**src/rtl/uart_ram_loader.sv**
```systemverilog
// uart_ram_loader
// ---------------
// Parses framed byte streams from a UART receiver and writes the payload into
// a byte-wide pulse-table RAM.
//
// Frame format: 0xA5, ADDR, LEN, LEN data bytes, and CSUM only when the
// CHECKSUM_EN macro is defined. CSUM is the XOR of ADDR, LEN and all data bytes.
// With CHECKSUM_EN undefined there is no checksum state and no accumulator, and
// a frame commits right after its last data byte.
//
// Handshake: rx_valid is a one-cycle strobe with no back-pressure. A byte is
// consumed in every cycle where rx_valid is high, so the source may strobe on
// every cycle. Each accepted data byte produces one registered, active-low
// write strobe (ram_we_n) in the following cycle. Every frame ends with exactly
// one single-cycle pulse on either cfg_valid or cfg_err. That pulse appears two
// cycles after the strobe of the final frame byte.
//
// Parameters:
//   DEPTH    number of byte locations in the RAM (default 112)
//   TIMEOUT  maximum idle clk cycles between bytes of one frame
//
// Ports:
//   clk        single clock, rising edge
//   rst        synchronous, active-high reset
//   rx_data    received byte
//   rx_valid   rx_data strobe
//   ram_addr   RAM write address
//   ram_din    RAM write data
//   ram_we_n   RAM write enable, active-low
//   busy       frame in progress (any state except IDLE)
//   cfg_valid  frame committed without error
//   cfg_err    frame rejected (bad LEN/ADDR, timeout, checksum mismatch)
module uart_ram_loader #(
    parameter int          DEPTH   = 112,
    parameter logic [15:0] TIMEOUT = 16'd50000
) (
    input  logic       clk,
    input  logic       rst,
    input  logic [7:0] rx_data,
    input  logic       rx_valid,
    output logic [7:0] ram_addr,
    output logic [7:0] ram_din,
    output logic       ram_we_n,
    output logic       busy,
    output logic       cfg_valid,
    output logic       cfg_err
);

    typedef enum logic [2:0] {
        IDLE,
        GET_ADDR,
        GET_LEN,
        GET_DATA,
`ifdef CHECKSUM_EN
        GET_CSUM,
`endif
        REPORT
    } state_t;

    localparam logic [8:0] DEPTH_W = 9'(DEPTH);

    state_t      state_q, state_d;
    logic [7:0]  addr_q, addr_d;       // next write address
    logic [7:0]  len_q, len_d;         // data bytes still expected
    logic        err_q, err_d;         // outcome reported in REPORT
    logic [15:0] cnt_q, cnt_d;         // idle cycles since the last byte
    logic        we_n_q, we_n_d;
    logic [7:0]  ram_addr_q, ram_addr_d;
    logic [7:0]  ram_din_q, ram_din_d;
    logic        cfg_valid_q, cfg_valid_d;
    logic        cfg_err_q, cfg_err_d;
`ifdef CHECKSUM_EN
    logic [7:0]  csum_q, csum_d;
`endif

    logic start;
    logic in_frame;

    assign start    = rx_valid && (rx_data == 8'hA5);
    assign in_frame = (state_q != IDLE) && (state_q != REPORT);

    always_comb begin
        state_d     = state_q;
        addr_d      = addr_q;
        len_d       = len_q;
        err_d       = err_q;
        cnt_d       = '0;
        we_n_d      = 1'b1;
        ram_addr_d  = ram_addr_q;
        ram_din_d   = ram_din_q;
        cfg_valid_d = 1'b0;
        cfg_err_d   = 1'b0;
`ifdef CHECKSUM_EN
        csum_d      = csum_q;
`endif

        if (in_frame) begin
            cnt_d = rx_valid ? 16'd0 : cnt_q + 16'd1;
        end

        case (state_q)
            IDLE: begin
                if (start) begin
                    state_d = GET_ADDR;
                    err_d   = 1'b0;
`ifdef CHECKSUM_EN
                    csum_d  = '0;
`endif
                end
            end
            GET_ADDR: begin
                if (rx_valid) begin
                    addr_d  = rx_data;
                    state_d = GET_LEN;
`ifdef CHECKSUM_EN
                    csum_d  = csum_q ^ rx_data;
`endif
                end
            end
            GET_LEN: begin
                if (rx_valid) begin
                    len_d = rx_data;
`ifdef CHECKSUM_EN
                    csum_d = csum_q ^ rx_data;
`endif
                    // 9-bit sum so ADDR+LEN cannot wrap past the RAM end.
                    if ((rx_data == 8'd0) ||
                        (({1'b0, addr_q} + {1'b0, rx_data}) > DEPTH_W)) begin
                        err_d   = 1'b1;
                        state_d = REPORT;
                    end else begin
                        state_d = GET_DATA;
                    end
                end
            end
            GET_DATA: begin
                if (rx_valid) begin
                    we_n_d     = 1'b0;
                    ram_addr_d = addr_q;
                    ram_din_d  = rx_data;
                    addr_d     = addr_q + 8'd1;
                    len_d      = len_q - 8'd1;
`ifdef CHECKSUM_EN
                    csum_d     = csum_q ^ rx_data;
                    if (len_q == 8'd1) state_d = GET_CSUM;
`else
                    if (len_q == 8'd1) state_d = REPORT;
`endif
                end
            end
`ifdef CHECKSUM_EN
            GET_CSUM: begin
                if (rx_valid) begin
                    err_d   = (rx_data != csum_q);
                    state_d = REPORT;
                end
            end
`endif
            REPORT: begin
                cfg_valid_d = !err_q;
                cfg_err_d   = err_q;
                // A byte arriving here is treated exactly like an IDLE byte.
                if (start) begin
                    state_d = GET_ADDR;
                    err_d   = 1'b0;
`ifdef CHECKSUM_EN
                    csum_d  = '0;
`endif
                end else begin
                    state_d = IDLE;
                end
            end
            default: state_d = IDLE;
        endcase

        // Inter-byte timeout overrides whatever the parser would do this cycle.
        if (in_frame && !rx_valid && ((cnt_q + 16'd1) == TIMEOUT)) begin
            state_d = REPORT;
            err_d   = 1'b1;
            cnt_d   = '0;
        end
    end

    always_ff @(posedge clk) begin
        if (rst) begin
            state_q     <= IDLE;
            addr_q      <= '0;
            len_q       <= '0;
            err_q       <= 1'b0;
            cnt_q       <= '0;
            we_n_q      <= 1'b1;
            ram_addr_q  <= '0;
            ram_din_q   <= '0;
            cfg_valid_q <= 1'b0;
            cfg_err_q   <= 1'b0;
`ifdef CHECKSUM_EN
            csum_q      <= '0;
`endif
        end else begin
            state_q     <= state_d;
            addr_q      <= addr_d;
            len_q       <= len_d;
            err_q       <= err_d;
            cnt_q       <= cnt_d;
            we_n_q      <= we_n_d;
            ram_addr_q  <= ram_addr_d;
            ram_din_q   <= ram_din_d;
            cfg_valid_q <= cfg_valid_d;
            cfg_err_q   <= cfg_err_d;
`ifdef CHECKSUM_EN
            csum_q      <= csum_d;
`endif
        end
    end

    assign ram_addr  = ram_addr_q;
    assign ram_din   = ram_din_q;
    assign ram_we_n  = we_n_q;
    assign busy      = (state_q != IDLE);
    assign cfg_valid = cfg_valid_q;
    assign cfg_err   = cfg_err_q;

endmodule

```
**config.mk**
```make
export PLATFORM = sky130hd
export DESIGN_NAME = uart_ram_loader
export DESIGN_NICKNAME = d
export VERILOG_FILES = /design/src/rtl/uart_ram_loader.sv
export SDC_FILE = /design/constraint.sdc
export NUM_CORES = 1
export LEC_CHECK = 0
export ABC_AREA = 1
export ABC_CLOCK_PERIOD_IN_PS = 3100
export CORE_MARGIN = 2
export CORE_UTILIZATION = 30
export CTS_CLUSTER_SIZE = 8
export DETAILED_ROUTE_END_ITERATION = 7
export SLEW_MARGIN = 20
export SYNTH_ARGS = -nofsm -noshare
export SYNTH_HDL_FRONTEND = slang
export SYNTH_SLANG_ARGS = --single-unit
```
**constraint.sdc**
```tcl
create_clock -name clk -period 3.1 [get_ports clk]
set_input_delay 0.775 -clock clk [delete_from_list [all_inputs] [get_ports clk]]
set_output_delay 0.775 -clock clk [all_outputs]
set_load 0.02 [all_outputs]
```
# Yosys cells after proc, flatten, opt, wreduce, memory -nomap -nowiden
# Index checks and enable logic that the tools add are counted.
[word_totals]
mem_bits_ro = 0
latchBits = 0
mem_count = 0
regBits = 55
input_bits = 11
ramBits = 0
[classes]
muxes = 20
addsub = 4
n_reduce_logical = 24
shift = 0
n_eq_ne = 20
div_mod_pow = 0
n_mul = 0
n_lt_le_gt_ge = 1
bitwise_logic = 3
[op_table]
columns = ["op", "n"]
rows = [
  ["8-bit one-hot mux with 2 select lines", 2],
  ["8-bit 2-to-1 mux", 3],
  ["3-bit 2-to-1 mux", 7],
  ["3-bit != test, second input constant", 7],
  ["16-bit by 1-bit adder with 16-bit output, second input constant", 1],
  ["16-bit == test, second input constant", 1],
  ["3-bit one-hot mux with 5 select lines", 1],
  ["2-bit != test, second input constant", 5],
  ["5-bit AND reduction", 2],
  ["8-bit by 8-bit adder with 9-bit output", 1],
  ["9-bit by 7-bit greater-than comparator with 1-bit output, second input constant", 1],
  ["8-bit by 1-bit adder with 8-bit output, second input constant", 1],
  ["8-bit by 1-bit == test with 1-bit output, second input constant", 1],
  ["8-bit == test, second input constant", 1],
  ["8-bit logical NOT", 1],
  ["2-bit OR reduction", 4],
  ["8-bit by 1-bit subtractor with 8-bit output, second input constant", 1],
  ["3-bit by 2-bit == test with 1-bit output, second input constant", 2],
  ["1-bit 2-to-1 mux", 6],
  ["3-bit AND reduction", 2],
  ["3-bit nonzero test", 2],
  ["1-bit logical AND", 4],
  ["4-bit AND reduction", 1],
  ["2-bit nonzero test", 2],
  ["other kinds (10)", 13],
]

# Depth between registers and ports, before layout
[depth]
depth_word = 7
depth_mapped = 15
ltp_nobuf = 15

# Least setup slack after synthesis
# No wires, ideal clock.
[synth_path]
path_kind = "input port to flip-flop"
startpoint = "input rx_data[0]"
endpoint = "register err_q"
slack_ps = 705
t_arrival_ps = 2279
path_buffers = 0
path_stages = 13
t_required_ps = 2984
cell_sequence = "ha_1 -> fa_1 -> or2_2 -> nor2_1 -> nand3_1 -> nand2_1 -> nor2_1 -> nand2_1 -> nand3_1 -> nand2_1 -> nand2_1 -> nand2_1 -> a21oi_1"
[synth_via]
elab_chain_len = 5
word_cells_on_any_way = 9
cone_classes = "add/sub: 1; order compare: 1; eq/ne: 3; reduce/logical: 4"
[synth_rtl]
columns = ["item", "line_no", "rtl"]
rows = [
  ["start, declared", "39", "input logic [7:0] rx_data,"],
  ["8-bit by 8-bit adder with 9-bit output", "128", "(({1'b0, addr_q} + {1'b0, rx_data}) > DEPTH_W)) begin"],
  ["9-bit by 7-bit greater-than comparator with 1-bit output", "128", ""],
  ["1-bit logical OR", "127", "if ((rx_data == 8'd0) ||"],
  ["3-bit != test (no line)", "n/a", ""],
  ["4-bit AND reduction (no line) *", "n/a", ""],
  ["end signal, assigned", "203", "err_q <= err_d;"],
  ["end, declared", "65", "logic err_q, err_d;"],
]
# Every way passes the cells marked *; elsewhere a longest branch is shown, timed or not.
# A chain may end at the register's enable or synchronous reset.

# Worst setup path in the final report
# Ends and elaborated chain as after synthesis.

==> PnR_summary.wiki <==
{| class="wikitable"
! Metric !! Value
|-
| Status || finished, final reports clean
|-
| Number of global-route vias before repair || roughly 2800
|-
| Number of enable flip-flop cells after synthesis || 0
|-
| Final Setup Violations || 0
|-
| P&R area growth vs syn || 18.8%
|-
| All-layer global routing usage || 14.0%
|-
| Critical hold path startpoint || err_q
|-
| Flop and latch count out of synthesis || 55
|-
| Antenna violations before repair || 0
|-
| Chain of cells forming the critical path || clkdlybuf4s50_1 > ha_1 > fa_1 > or2_2 > nor2_1 > nand3_1 > nand2_1 > nor2_1 > nand2_1 > nand3_1 > nand2_1 > nand2_1 > nand2_1 > a21oi_1
|-
| CP Class || primary input to register
|-
| Final critical-path required period || ~2700 ps
|-
| Global route overflow || 0
|-
| Minimum setup slack after placement || 88.8 ps
|-
| TritonCTS clock tree || done
|-
| Top area cells in the synthesized netlist || sky130_fd_sc_hd__dfxtp_1, sky130_fd_sc_hd__nand2_1, sky130_fd_sc_hd__inv_1
|-
| Ratio of total power to cell area || 323 mW/mm²
|-
| RSZ-0062 raised after global routing || no
|-
| Syn. warnings || 0
|-
| Total buffers and inverters traversed by the critical path || 1
|-
| Static Leakage || 0.00163 µW
|-
| Synth Instances || roughly 470
|-
| Placer's final routability congestion estimate || around 0.84
|-
| Routed Wire Length || about 7.6 mm
|-
| Worst EP arrival || ~2900 ps
|-
| Resized cells post-CTS || 0
|-
| Number of instances in the placed design || 637
|-
| Worst Hold End || cfg_valid
|-
| First-pass GRT wire length || 13.1 mm
|-
| NumNets Final || 533
|-
| Post-route DRC violation count || 0
|-
| TritonCTS Buffers || 5
|-
| Total core area || a little over 0.01 mm²
|-
| HPWL after DPL || 5.81 mm
|-
| Leading cell type by number of instances after synthesis || sky130_fd_sc_hd__nand2_1
|-
| Worst clock skew on the final layout || about 13 ps
|-
| Most Frequent Cell on Critical Path || sky130_fd_sc_hd__nand2_1
|-
| Chip Height || 107 µm
|-
| Maximum Capacitance Violations || 0
|-
| Area fraction of the dominant cell type after synthesis || 34.9%
|-
| Post-CTS clock slew at the launch and capture registers of the worst setup and hold paths || 90 ps
|-
| R2r setup slk || 860 ps
|-
| Instance area after placement || approximately 0.0037 mm²
|-
| Average vias per placed instance || 4.59
|-
| Largest stage delay on the critical path || 430 ps
|-
| Area of the die || ~0.011 mm²
|-
| Routed wirelength normalized by instance count || approximately 12 µm
|-
| Critical register-to-register path endpoint || err_q
|-
| Sequential fraction of the synthesis area || roughly a third
|-
| Final Max Slew Viols || 0
|-
| Pre-Repair DR Iteration Count || 4
|-
| Hold Crit Class || register to register
|-
| Setup WS post-layout || between 400 and 500 ps
|-
| Number of DRC markers after the initial detailed-route iteration || 138
|-
| Largest fanout of any net on the critical path || 3
|-
| Worst VDD drop || 0.169 mV
|-
| Count of buffers from port buffering || 30
|-
| Post-synth top flop || sky130_fd_sc_hd__dfxtp_1
|-
| Count of non-filler cells in the finished layout || 645
|-
| Worst Tran Pin Value || 469 ps
|-
| Std cell rows || 37
|-
| Timing startpoint of the critical path || rx_data[0]
|-
| Kind of cell adding the most delay to the critical path || simple AND/OR/NAND/NOR gates
|-
| Cell taking the most area after synthesis || sky130_fd_sc_hd__dfxtp_1
|-
| Via count || 2961
|-
| Hold Path Depth || 1
|-
| Worst slew slack as a fraction of its limit || 68.6%
|-
| Largest net degree at the start of global routing || 27
|-
| Max frequency || between 0.3 and 0.4 GHz
|-
| Width of the die || 107 µm
|-
| Depth of the CTS H-tree || 2
|-
| Final cell utilization of the core || 36.5%
|-
| Cell types with the highest counts after synthesis || sky130_fd_sc_hd__nand2_1, sky130_fd_sc_hd__inv_1, sky130_fd_sc_hd__nor2_1
|-
| Clk buf depth || 2
|-
| Clk Tree Root Cell || sky130_fd_sc_hd__clkbuf_8
|-
| Post-Syn Area || 0.00316 mm²
|-
| Final hold vios || 0
|-
| Standard cell with the maximum stage delay on the critical path || sky130_fd_sc_hd__clkdlybuf4s50_1
|-
| Share of final-layout standard cells stronger than drive strength 1 || around 8.8%
|-
| Syn_area_per_cell || 6.70 µm²
|-
| Clock sink count || 55
|-
| Fraction of synthesis flops using an asynchronous set or reset pin || 0%
|-
| Synth cell types || 31
|-
| Number of antenna cells inserted || 0
|-
| Worst r2r path cells || 13
|-
| Hold buffers post-CTS || 0
|-
| Boundary Pins || 31
|-
| Setup TNS after final layout || 0 ps
|-
| Final standard cell area without fillers || 0.00375 mm²
|-
| Reg-to-reg critical path startpoint || addr_q[0]
|-
| Clock latency on the worst-skew pair || ~320 ps
|-
| Tcrit/Tclk final || 86.5%
|-
| Syn Nets || ~500
|-
| Critical path startpoint category || primary input
|-
| Crit path capture type || register
|-
| Effective utilization at floorplan || 30.7%
|-
| Data required, critical path || 3300 ps
|-
| Final antenna-violating net count || 0
|-
| Post-CTS Setup Repair Bufs || 0
|}
## final cells by class
cell class / instances / area, µm²
clock buffer: 6 / 82.6
clock inverter: 2 / 16.3
fill: 1127 / 6530
inverter: 70 / 263
multi-input combinational: 335 / 1730
sequential: 55 / 1100
tap: 136 / 170
timing repair buffer: 41 / 383
## power by group
group,internal (µW),switching [µW]
clock network,183,246
registers,706,0.630
logic,30.4,42.8
total,920,289
## metrics by stage
stage / hold WS (ps) / total power [µW]
2_1_floorplan: 392 / 757
3_3_place_gp: 403 / 796
3_5_place_dp: 412 / 796
4_1_cts: 429 / 1230
5_1_grt: 449 / 1260
6_report: 426 / 1210
## layer usage
metal / part of all wire, % / GRT usage [%] / vias up
met5: 0 / 0 / -
li1: - / - / 1571
met2: 46 / 23.2 / 58
met4: 1.3 / 4.08 / 0
met3: 5.0 / 3.37 / 9
met1: 48 / 18.2 / 1323
## how the worst max path moves through the flow
stage	cells past startpoint	to
after CTS	14	err_q
after detailed placement	14	err_q
final	14	err_q
after global placement	14	err_q
after floorplan	13	err_q
after global routing	13	state_q[1]
## sequential cells by signal, summed over array words and instances, names as in the netlist
name and flops:
cfg_err 1, cnt_q 16, ram_we_n 1, addr_q 8
err_q 1, state_q 3, ram_addr 8, ram_din 8
len_q 8, cfg_valid 1
## layout by cell type, fill, tap and decap left out, types with 2 or more instances in the layout
cell                                n
sky130_fd_sc_hd__nand2_1          106
sky130_fd_sc_hd__inv_1             70
sky130_fd_sc_hd__nor2_1            60
sky130_fd_sc_hd__dfxtp_1           55
sky130_fd_sc_hd__o21ai_0           38
sky130_fd_sc_hd__nand3_1           33
sky130_fd_sc_hd__clkdlybuf4s50_1   30
sky130_fd_sc_hd__a21oi_1           22
sky130_fd_sc_hd__nor2_2            15
sky130_fd_sc_hd__ha_1              13
sky130_fd_sc_hd__buf_4             11
sky130_fd_sc_hd__a31oi_1            9
sky130_fd_sc_hd__clkbuf_8           6
sky130_fd_sc_hd__xnor2_1            5
sky130_fd_sc_hd__nand2_2            4
sky130_fd_sc_hd__xor2_1             4
sky130_fd_sc_hd__nand4_1            4
sky130_fd_sc_hd__o211ai_1           4
sky130_fd_sc_hd__nor2_4             2
sky130_fd_sc_hd__nor3_1             2
sky130_fd_sc_hd__nand3_2            2
sky130_fd_sc_hd__nand3b_1           2
## kinds of logic after synthesis
group,share of synthesized area (%)
flops,34.9
fa+ha+maj,5.79
xor+xnor,2.50
buf+inv,10.2
simple gates,33.3
compound gates,13.4
No activity file was read; power rests on OpenSTA's default activity.
